### src/rtl/riscv_pkg.sv
`default_nettype none
// ============================================================================
// Module      : riscv_pkg
// Description : Shared definitions for the fetch/branch path: branch-op
//               encodings used by the decoder, branch_unit and pc_sequencer,
//               and the pc_sequencer state type.
// Revision    : 1.0 - initial release
// ============================================================================
package riscv_pkg;

    // Decoded branch operation encodings
    localparam logic [4:0] BR_NOP = 5'd0;
    localparam logic [4:0] BR_EQ  = 5'd1;
    localparam logic [4:0] BR_NE  = 5'd2;
    localparam logic [4:0] BR_LT  = 5'd3;
    localparam logic [4:0] BR_GE  = 5'd4;
    localparam logic [4:0] BR_LTU = 5'd5;
    localparam logic [4:0] BR_GEU = 5'd6;

    typedef enum logic [2:0] {
        ST_IDLE   = 3'd0,
        ST_FETCH  = 3'd1,
        ST_EXEC   = 3'd2,
        ST_HALTED = 3'd3,
        ST_TRAP   = 3'd4
    } pcseq_state_t;

endpackage
`default_nettype wire

### src/rtl/next_pc_gen.sv
`default_nettype none
// ============================================================================
// Module      : next_pc_gen
// Description : Combinational next-PC resolution: target mux, adders and
//               misalignment check.
// Ports       : pc, imm, ru_X1     - current PC, immediate, JALR base
//               BrOp, branch_taken - decoded branch op and its outcome
//               jump, jalr         - JAL / JALR controls
//               target             - resolved next PC
//               pc_plus4           - sequential PC / link value
//               redirect           - target chosen other than pc+4
//               target_misaligned  - target[1:0] != 0
// Revision    : 1.0 - initial release
// ============================================================================
module next_pc_gen
    import riscv_pkg::*;
#(
    parameter int XLEN = 32
) (
    input  logic [XLEN-1:0] pc,
    input  logic [XLEN-1:0] imm,
    input  logic [XLEN-1:0] ru_X1,
    input  logic [4:0]      BrOp,
    input  logic            branch_taken,
    input  logic            jump,
    input  logic            jalr,
    output logic [XLEN-1:0] target,
    output logic [XLEN-1:0] pc_plus4,
    output logic            redirect,
    output logic            target_misaligned
);

    logic [XLEN-1:0] w_pc_rel;
    logic [XLEN-1:0] w_jalr_sum;
    logic            w_br_taken;

    // All sums wrap modulo 2^XLEN by construction
    assign pc_plus4   = pc + {{(XLEN-3){1'b0}}, 3'b100};
    assign w_pc_rel   = pc + imm;
    assign w_jalr_sum = ru_X1 + imm;

    // A branch outcome only matters when a real branch op is decoded
    assign w_br_taken = (BrOp != BR_NOP) && branch_taken;

    always_comb begin
        target   = pc_plus4;
        redirect = 1'b0;
        if (jalr) begin
            target   = {w_jalr_sum[XLEN-1:1], 1'b0};
            redirect = 1'b1;
        end else if (jump || w_br_taken) begin
            target   = w_pc_rel;
            redirect = 1'b1;
        end
    end

    assign target_misaligned = (target[1:0] != 2'b00);

endmodule
`default_nettype wire

### src/rtl/pc_sequencer.sv
`default_nettype none
// ============================================================================
// Module      : pc_sequencer
// Description : Multi-cycle program-counter sequencer. Drives instruction
//               fetch, resolves the next PC, counts retired instructions
//               and taken control transfers, traps on misaligned targets.
// Ports       : clk, rst_n           - clock, async active-low reset
//               imem_req/addr/valid  - instruction fetch handshake
//               instr_valid          - instruction usable this cycle (EXEC)
//               BrOp, branch_taken   - branch op and branch_unit result
//               jump, jalr, imm      - jump controls and immediate
//               ru_X1                - JALR base register
//               halt, stall          - ECALL/EBREAK, hold in EXEC
//               pc, pc_plus4         - current PC and link value
//               misaligned, halted   - sticky trap flag, halted state
//               retired_cnt          - retired instruction count
//               taken_cnt            - taken branch/jump count
// Revision    : 1.0 - initial release
// ============================================================================
module pc_sequencer
    import riscv_pkg::*;
#(
    parameter int              XLEN     = 32,
    parameter logic [XLEN-1:0] RESET_PC = 32'h0000_0000
) (
    input  logic            clk,
    input  logic            rst_n,
    output logic            imem_req,
    output logic [XLEN-1:0] imem_addr,
    input  logic            imem_valid,
    output logic            instr_valid,
    input  logic [4:0]      BrOp,
    input  logic            branch_taken,
    input  logic            jump,
    input  logic            jalr,
    input  logic [XLEN-1:0] imm,
    input  logic [XLEN-1:0] ru_X1,
    input  logic            halt,
    input  logic            stall,
    output logic [XLEN-1:0] pc,
    output logic [XLEN-1:0] pc_plus4,
    output logic            misaligned,
    output logic            halted,
    output logic [31:0]     retired_cnt,
    output logic [31:0]     taken_cnt
);

    pcseq_state_t    r_state;
    pcseq_state_t    w_state_next;
    logic [XLEN-1:0] r_pc;
    logic [31:0]     r_retired_cnt;
    logic [31:0]     r_taken_cnt;
    logic            r_misaligned;

    logic [XLEN-1:0] w_target;
    logic            w_redirect;
    logic            w_target_mis;
    logic            w_retire;
    logic            w_trap;

    next_pc_gen #(
        .XLEN (XLEN)
    ) u_next_pc_gen (
        .pc                (r_pc),
        .imm               (imm),
        .ru_X1             (ru_X1),
        .BrOp              (BrOp),
        .branch_taken      (branch_taken),
        .jump              (jump),
        .jalr              (jalr),
        .target            (w_target),
        .pc_plus4          (pc_plus4),
        .redirect          (w_redirect),
        .target_misaligned (w_target_mis)
    );

    always_ff @(posedge clk or negedge rst_n) begin
        if (!rst_n) begin
            r_state <= ST_IDLE;
        end else begin
            r_state <= w_state_next;
        end
    end

    // Next state plus the two EXEC-exit strobes that update the datapath
    always_comb begin
        w_state_next = r_state;
        w_retire     = 1'b0;
        w_trap       = 1'b0;
        case (r_state)
            ST_IDLE: begin
                w_state_next = ST_FETCH;
            end
            ST_FETCH: begin
                if (imem_valid) begin
                    w_state_next = ST_EXEC;
                end
            end
            ST_EXEC: begin
                if (!stall) begin
                    if (halt) begin
                        w_state_next = ST_HALTED;
                    end else if (w_target_mis) begin
                        w_state_next = ST_TRAP;
                        w_trap       = 1'b1;
                    end else begin
                        w_state_next = ST_FETCH;
                        w_retire     = 1'b1;
                    end
                end
            end
            default: begin
                // HALTED and TRAP hold until reset
                w_state_next = r_state;
            end
        endcase
    end

    always_ff @(posedge clk or negedge rst_n) begin
        if (!rst_n) begin
            r_pc          <= RESET_PC;
            r_retired_cnt <= 32'd0;
            r_taken_cnt   <= 32'd0;
            r_misaligned  <= 1'b0;
        end else begin
            if (w_retire) begin
                r_pc          <= w_target;
                r_retired_cnt <= r_retired_cnt + 32'd1;
                if (w_redirect) begin
                    r_taken_cnt <= r_taken_cnt + 32'd1;
                end
            end
            if (w_trap) begin
                r_misaligned <= 1'b1;
            end
        end
    end

    // Handshake outputs decode state only, so no input reaches them directly
    assign imem_req    = (r_state == ST_FETCH);
    assign instr_valid = (r_state == ST_EXEC);
    assign halted      = (r_state == ST_HALTED);
    assign imem_addr   = r_pc;
    assign pc          = r_pc;
    assign misaligned  = r_misaligned;
    assign retired_cnt = r_retired_cnt;
    assign taken_cnt   = r_taken_cnt;

endmodule
`default_nettype wire

### config.mk
export PLATFORM = sky130hd
export DESIGN_NAME = pc_sequencer
export DESIGN_NICKNAME = d
export VERILOG_FILES = /design/src/rtl/riscv_pkg.sv /design/src/rtl/next_pc_gen.sv /design/src/rtl/pc_sequencer.sv
export SDC_FILE = /design/constraint.sdc
export NUM_CORES = 1
export LEC_CHECK = 0
export ABC_AREA = 1
export BUFFER_PORTS_ARGS = -buffer_cell sky130_fd_sc_hd__buf_2
export CAP_MARGIN = 20
export CORE_ASPECT_RATIO = 2
export CORE_MARGIN = 2
export CORE_UTILIZATION = 57
export DETAILED_ROUTE_END_ITERATION = 16
export PLACE_DENSITY = 0.83
export SYNTH_ARGS = -nofsm -noshare
export SYNTH_HDL_FRONTEND = slang
export SYNTH_SLANG_ARGS = --single-unit
### constraint.sdc
create_clock -name clk -period 2.5 [get_ports clk]
set_clock_uncertainty 0.2 [all_clocks]
set_input_delay 0.125 -clock clk [delete_from_list [all_inputs] [get_ports clk]]
set_output_delay 0.125 -clock clk [all_outputs]
set_load 0.02 [all_outputs]
Word-level counts from Yosys, hierarchy flattened:

Index checks and enable logic that the tools add are counted.
W data, S select, Z words.

* bits in registers: 100
* input bits: 77
* output and inout port bits: 164
* word-level logic and storage cells: 40

* $add $sub $neg: 5
* eq/ne operators: 5
* mux-type cells: 17
* reduce and logical (&&, ||, !) cells: 8

Operator list (number)
* $add A32 B1 Y32 const B: 2
* $add A32 B32 Y32: 2
* $mux W32: 2
* $add A32 B3 Y32 const B: 1
* $mux W3: 4
* $mux W1: 10
* $pmux W3 S3: 1
* $eq A3 B2 Y1 const B: 2
* $reduce_bool A5 Y1: 1
* $eq A3 B1 Y1 const B: 1
* $logic_not A3 Y1: 1
* $reduce_and A3 Y1: 1
* $reduce_bool A3 Y1: 1
* $ne A2 B1 Y1 const B: 1
* $ne A2 B2 Y1 const B: 1
* $reduce_and A2 Y1: 1
* $reduce_bool A2 Y1: 1
* $logic_and A1 B1 Y1: 1
* $logic_or A1 B1 Y1: 1

Depth between registers and ports, before layout:

Gate-level depths: netlist of run 1.

* word-level depth: 11
* depth in mapped cells: 16
* gate-level depth less buffers: 16

Cells and area by module:

From an unflattened synthesis of run 1, not the netlist that was laid out.

* cells, all modules: 1853
* area, all modules: 11039.3 um^2

By module, submodules not included
* next_pc_gen: instances 1, cells each 1175, area each 5786.8 um^2, seq. area each 0.0 um^2
* pc_sequencer: instances 1, cells each 678, area each 5252.5 um^2, seq. area each 2502.4 um^2

Worst setup path before layout of run 1:

No wires, ideal clock.

* kind: reg-to-reg
* from: reg r_pc[0] (netlist: imem_addr[0])
* to: reg r_pc[18] (netlist: imem_addr[18])
* setup time: 0.117 ns
* arrival time: 2.045 ns
* setup slack: 0.138 ns
* stages on the path, launching flop included: 15
* buffers on the path: 0
* clock period less this slack: 2.362 ns
* cells stage by stage: dfrtp_1 -> ha_1 -> fa_1 -> nand3_1 -> nand3_1 -> nand2_1 -> nand2_1 -> nand2_1 -> nand2_1 -> nand2_1 -> nand2_1 -> xnor2_1 -> nand2_1 -> nand3_1 -> nand2_1

* cells in the longest elaborated chain, start to end: 8

Ends and longest elaborated chain
* start: declaration: RTL line pc_sequencer.sv:50 `logic [XLEN-1:0] r_pc;`
* start signal: assignment: RTL line pc_sequencer.sv:127 `r_pc <= w_target;`
* $add A32 B3 Y32 / $add A32 B32 Y32 (equally long branches): RTL line next_pc_gen.sv:38, next_pc_gen.sv:39
* $mux W32 (*): RTL line next_pc_gen.sv:51 `end else if (jump || w_br_taken) begin`
* $mux W32 (*): RTL line next_pc_gen.sv:48 `if (jalr) begin`
* $reduce_bool A2 Y1: RTL line next_pc_gen.sv:57 `assign target_misaligned = (target[1:0] != 2'b00);`
* $mux W1: RTL line pc_sequencer.sv:103 `end else if (w_target_mis) begin`
* $mux W1: RTL line pc_sequencer.sv:101 `if (halt) begin`
* $mux W1: RTL line pc_sequencer.sv:100 `if (!stall) begin`
* $mux W1: RTL line pc_sequencer.sv:90 `case (r_state)`

Every way passes the cells marked *; elsewhere a longest branch is shown, timed or not.
A chain may end at the register's enable or synchronous reset.

Final worst setup path of run 1:

* from: reg r_pc[4] (netlist: imem_addr[4])
* to: out pc_plus4[19]

* cells in the longest elaborated chain, start to end: 1

Ends and longest elaborated chain
* $add A32 B3 Y32: RTL line next_pc_gen.sv:38 `assign pc_plus4 = pc + {{(XLEN-3){1'b0}}, 3'b100};`
* end: declaration: RTL line pc_sequencer.sv:41 `output logic [XLEN-1:0] pc_plus4,`

Every way passes these cells.

==> out/results.txt, run 1 <==
run status = finished with violations
violated checks = negative setup slack
root buffer cell = clkbuf_16
Slew headroom = 61.93%
Pint = 3076 uW
CP endpoint kind = output pin
Iteration-0 DRC Markers = 1103
pin count of the biggest net entering global routing = 49
final worst-path cycle share = 105.5%
combinational share of power = 38.8%
mean cell area of the mapped netlist = 6.100 um2
drt wl/cell = 19.34 um
vias = 13420
Core ar. = 0.01883 mm2
Worst Tran Pin Value = 0.5667 ns
EDFF count, synth = 0
Worst-path clk slew = 0.08 ns
Syn. warnings = 0
Starting Density = 57.95%
CP max stage cell = dfrtp_2
Die Span Y = 199.7 um
die area = 0.02034 mm2
crit-path leading delay family = simple AND/OR/NAND/NOR gates
Die W = 101.8 um
Antenna Nets Post-Route = 0
# setup viols final = 9
Final GP Congestion = 1.049
ys flop type = dfrtp_1
Pleak = 0.007422 uW
clock sinks = 100
drt via density = 5.731
fin area = 0.01344 mm2
Post-Syn Nets = 1932
H-tree depth = 3
fraction of layout cells with a size suffix above 1 = 20.71%
Hold WC Path Type = input port to flip-flop
total grt overflow = 0
crit path cell chain = buf_6 -> inv_4 -> nor3_4 -> nand2_2 -> nor2_4 -> nand3_2 -> xor2_2 -> buf_6
final wirelength = 45270 um
post-DP HPWL = 36670 um
Flop pwr share = 33.2%
sequential fraction of the synthesis area = 22.93%
Pre-antenna DRT Iters = 6
Setup WS post-layout = -0.1373 ns
Mapped Cells = 1789
Post-Synthesis Cell Area = 0.01091 mm2
area fraction of the dominant cell type after synthesis = 22.93%
Place WS = 0.01990 ns
unrepaired setup endpoints after global routing = true
sw power = 2147 uW
Worst setup SP type = flip-flop
first-pass GRT wire length = 67210 um
number of I/O port buffers = 240
CTS tree = yes
row cnt = 71
# IOs = 241
Crit path required time = 2.17 ns
Pins Over Slew Limit = 0
initial antenna violation count = 0
Post-DP Area = 0.01267 mm2
Switching Share = 41.11%
DR DRC count = 0
Clock Path Buffers = 2
top-count cell post-synth = nand2_1
synth unique cells = 47
final hold violation count = 0
area leader, netlist = dfrtp_1
CP peak stage delay = 0.43 ns
WP data arrival = 2.31 ns
worst-skew pair later-pin latency = 0.38 ns
Worst Setup Path Type = flip-flop to output pin
Critical path buffers and inverters = 3
CTS Buf Count = 9
total of max-cap violations = 0
top post-synthesis cells by area = dfrtp_1 (23%), nand2_1 (21%), inv_1 (8.4%), ha_1 (7.3%), nor2_1 (6.7%)
CP Max Fanout = 4
Max Fclk = 379.2 MHz
clock share of power = 28.0%
Post-synth top cells = nand2_1 (606), inv_1 (244), nor2_1 (195)
Worst VDD drop = 0.0002567 V
P&R area growth vs syn = 23.16%
most frequent CP cell = buf_6
Tmin final = 2.637 ns
asr flop ratio synth = 100.0%
FF+latch count, synth = 100
pwr/cell area = 388.6 mW/mm2
number of global-route vias before repair = 13070
Ant. Diodes = 0
NumNets Final = 2224
total global-route track usage = 43.92%
tightest hold or removal path, stage by stage:
cell and delay (ns):
buf_2 0.09, xor2_1 0.08, nor2_1 0.10, nor2_1 0.05, nor2_1 0.10, nor2_1 0.04
through the flow:
step	setup TNS [ns]	power, uW	cells	utilization, %	hold slack [ns]
4_1_cts	0	5088	2327	69.63	0.04863
6_report	-0.5225	5223	2341	71.37	0.04473
3_5_place_dp	0	3663	2303	67.29	-0.09700
5_1_grt	-0.4135	5452	2341	71.37	0.09295
2_1_floorplan	0	2934	1789	-	-0.3706
3_3_place_gp	0	3644	2303	67.29	-0.09423
routing by layer:
layer | up-vias | part of all wire, % | global-route usage (%)
met5 | - | 0 | 0
met4 | 0 | 12 | 45.38
met3 | 288 | 7.5 | 7.485
met2 | 799 | 49 | 74.42
met1 | 6105 | 32 | 42.32
li1 | 6224 | - | -
final timing paths:
path / start / endpoint / slack, ns / cells after the start
max: imem_addr[4]$_DFFE_PN0P_ / pc_plus4[19] / -0.14 / 8
min: ru_X1[31] / imem_addr[31]$_DFFE_PN0P_ / 0.04 / 6
max reg2reg: imem_addr[4]$_DFFE_PN0P_ / imem_addr[27]$_DFFE_PN0P_ / 0.07 / 11
min reg2reg: misaligned$_DFFE_PN0P_ / misaligned$_DFFE_PN0P_ / 0.31 / 2
max in group asynchronous: rst_n / retired_cnt[29]$_DFFE_PN0P_ / 1.35 / 3
min in group asynchronous: rst_n / taken_cnt[9]$_DFFE_PN0P_ / 0.05 / 2
layout by cell type (no fill, tap or decap), drive strengths merged, types with 3 or more instances in the layout:
| master | synthesis | layout |
|---|---|---|
| xor2 | 77 | 77 |
| nand4 | 33 | 33 |
| nor4 | 12 | 12 |
| xnor2 | 30 | 30 |
| dfrtp | 100 | 100 |
| o21bai | 9 | 9 |
| nand2 | 611 | 611 |
| ha | 64 | 64 |
| nor3 | 48 | 48 |
| buf | 51 | 334 |
| inv | 249 | 253 |
| dlygate4sd3 | 0 | 3 |
| o211ai | 3 | 3 |
| nand3b | 8 | 8 |
| o21ai | 66 | 66 |
| a21oi | 80 | 80 |
| nor2 | 203 | 203 |
| clkbuf | 5 | 10 |
| nand3 | 119 | 119 |
flip-flops by register name, indices dropped and copies added (netlist names):
signal,cells
taken_cnt,32
r_state,3
misaligned,1
imem_addr,32
retired_cnt,32
area by class of cell:
cell class | count | area [um2]
multi-input combinational | 1383 | 7356
clock buffer | 10 | 239.0
clock inverter | 6 | 52.55
sequential | 100 | 2505
timing repair buffer | 337 | 2028
inverter | 250 | 940.9
tap | 255 | 319.1
fill | 1757 | 5393
what timing repair did:
action / 4_1_cts / 5_1_grt
gates resized for setup: 16 / 56
pin swaps: 3 / 22
endpoints found under the setup margin: 16 / 57
setup buffers: 5 / 14
hold buffers: 3 / 0
hold endpoints to repair: 104 / 0
power by group through the flow:
stage,logic [uW],clock network [uW],registers [uW]
5_1_grt,2200,1520,1740
6_report,2030,1460,1740
3_5_place_dp,1900,0,1760
3_3_place_gp,1880,0,1760
2_1_floorplan,1090,0,1840
4_1_cts,1920,1430,1730
cell families after synthesis:
kind of cell    count (synthesis)  synth area share, %
compound gates                169                8.312
fa+ha+maj                      66                7.705
simple gates                 1041                40.30
xor+xnor                      107                8.656
buf+inv                       306                12.10
flops                         100                22.93
(Power assumes the default switching activity.)
==> run 2, diff against run 1 <==
--- a/config.mk
+++ b/config.mk
@@ -13,6 +13,8 @@
 export CORE_UTILIZATION = 57
 export DETAILED_ROUTE_END_ITERATION = 16
 export PLACE_DENSITY = 0.83
+export RECOVER_POWER = 100
 export SYNTH_ARGS = -nofsm -noshare
 export SYNTH_HDL_FRONTEND = slang
 export SYNTH_SLANG_ARGS = --single-unit
+export TNS_END_PERCENT = 20
==> run 2 against run 1 <==
  * The flow still finishes with violations (negative setup slack)
  * Die area unchanged
  * Worst setup slack improved by 0.093 ns
  * Maximum frequency rose by 3.7%
  * Sequential share of layout area is 0.21 points higher
  * Sequential power hardly changed
  * Critical path depth is 1 lower
  * Flip-flop and latch count is the same
  * Clock-buffer cell count stayed put
  * Utilization fell by 0.78 points
  * Largest cell class unchanged
  * Largest power group unchanged
==> out/results.txt, run 2 (synthesized netlist as in run 1, its figures left out) <==
run status = finished with violations
violated checks = negative setup slack
total grt overflow = 0
number of global-route vias before repair = 13060
most common cell after layout, fill and taps aside = nand2_1
post-DP HPWL = 36670 um
H-tree depth = 3
Hold WC Path Type = input port to flip-flop
row cnt = 71
total of max-cap violations = 0
Die Span Y = 199.7 um
CP endpoint kind = output pin
Iteration-0 DRC Markers = 1037
pwr/cell area = 391.7 mW/mm2
Core ar. = 0.01883 mm2
fraction of layout cells with a size suffix above 1 = 16.56%
final hold violation count = 0
vias = 13410
CP Max Fanout = 4
initial antenna violation count = 0
CTS tree = yes
# setup viols final = 3
first-pass GRT wire length = 67280 um
hold depth = 6
number of I/O port buffers = 240
NumNets Final = 2221
Die W = 101.8 um
Pleak = 0.007095 uW
die area = 0.02034 mm2
unrepaired setup endpoints after global routing = true
Hold Path Sink = imem_addr[31]$_DFFE_PN0P_
Crit path required time = 2.17 ns
Starting Density = 57.95%
worst-skew pair later-pin latency = 0.38 ns
reg2reg setup slack = 0.09 ns
r2r worst-path depth = 9
Worst-path clk slew = 0.08 ns
DR DRC count = 0
Power, Total = 5207 uW
reg-to-reg critical path startpoint = imem_addr[0]$_DFFE_PN0P_
Worst VDD drop = 0.0002574 V
Worst setup SP type = flip-flop
root buffer cell = clkbuf_16
setup TNS = -0.07035 ns
Worst Tran Pin Value = 0.8554 ns
Min Hold Slack = 0.05414 ns
# IOs = 241
Slew headroom = 42.98%
Pre-antenna DRT Iters = 7
Final GP Congestion = 1.049
drt via density = 5.734
Setup WS post-layout = -0.04435 ns
total global-route track usage = 43.90%
Worst Setup Path Type = flip-flop to output pin
drt wl/cell = 19.46 um
Antenna Nets Post-Route = 0
most frequent cells in the layout = nand2_1 (595), inv_1 (244), nor2_1 (187)
Ant. Diodes = 0
P&R area growth vs syn = 21.82%
WP data arrival = 2.22 ns
final wirelength = 45490 um
Max Fclk = 393.0 MHz
pin count of the biggest net entering global routing = 49
R2R Path End = imem_addr[21]$_DFFE_PN0P_
hold_sp = ru_X1[31]
Pins Over Slew Limit = 0
final worst-path cycle share = 101.8%
Clock Path Buffers = 2
Tmin final = 2.544 ns
CTS Buf Count = 9
clock sinks = 100
[run 2: cell count changes in the layout (fill, tap and decap cells not counted), moves of 2 or more]
| cell | before | now |
|---|---|---|
| clkbuf_2 | 0 | 2 |
| buf_4 | 89 | 82 |
| clkbuf_1 | 0 | 85 |
| buf_2 | 234 | 150 |
[run 2: critical path: stages (launching register included)]
cell     delay (ns)
dfrtp_2        0.46
inv_1          0.10
nor3_4         0.33
nand2_2        0.18
nor2_4         0.22
nand3_2        0.12
xor2_2         0.27
buf_6          0.16
[run 2: through the flow]
| step | instance area, um2 | cells | util [%] | setup slack, ns |
|---|---|---|---|---|
| finish | 13290 | 2338 | 70.59 | -0.04435 |
| global route | 13290 | 2338 | 70.59 | -0.2055 |
| CTS | 13100 | 2327 | 69.55 | -0.04040 |
| detailed placement | 12670 | 2303 | 67.29 | 0.01990 |
| global placement | 12670 | 2303 | 67.29 | 0.08013 |
| floorplan | 10910 | 1789 | - | 0.1378 |
[run 2: what timing repair did]
action	in CTS	in global routing
pin swaps	2	17
buffers inserted	5	11
endpoints found under the hold margin	104	0
gates resized for setup	13	59
endpoints found under the setup margin	16	57
hold buffers	3	0
[run 2: report_power, final]
group          total [uW]  switching, uW  internal [uW]
clock                1460            736            724
sequential           1740           66.5           1670
combinational        2010           1350            665
[run 2: area by class of cell]
cell class,instances,area (um2)
multi-input cells,1383,7357
fillers,1800,5539
flip-flops and latches,100,2505
repair buffers,334,1883
inverters,250,938.4
well taps,255,319.1
clock buffers,10,239.0
clock inverters,6,52.55
[run 2: how the worst max path moves through the flow]
stage / slack [ns] / endpoint / startpoint / cells after the start
2_1_floorplan: 0.14 / imem_addr[18]$_DFFE_PN0P_ / imem_addr[0]$_DFFE_PN0P_ / 14
3_3_place_gp: 0.08 / imem_addr[18]$_DFFE_PN0P_ / imem_addr[0]$_DFFE_PN0P_ / 14
3_5_place_dp: 0.02 / imem_addr[18]$_DFFE_PN0P_ / imem_addr[0]$_DFFE_PN0P_ / 14
4_1_cts: -0.04 / pc_plus4[29] / imem_addr[4]$_DFFE_PN0P_ / 9
5_1_grt: -0.21 / pc_plus4[26] / imem_addr[7]$_DFFE_PN0P_ / 8
6_report: -0.04 / pc_plus4[19] / imem_addr[3]$_DFFE_PN0P_ / 7
[run 2: layer usage]
layer  track usage [%]  vias to the layer above  routed length [um]  part of all wire, %
met3             6.366                      288                3345                  7.4
met4             44.74                        0                5562                   12
li1                  -                     6220                   -                    -
met1             43.04                     6090               14640                   32
met2             74.61                      807               21950                   48
met5                 0                        -                   0                    0
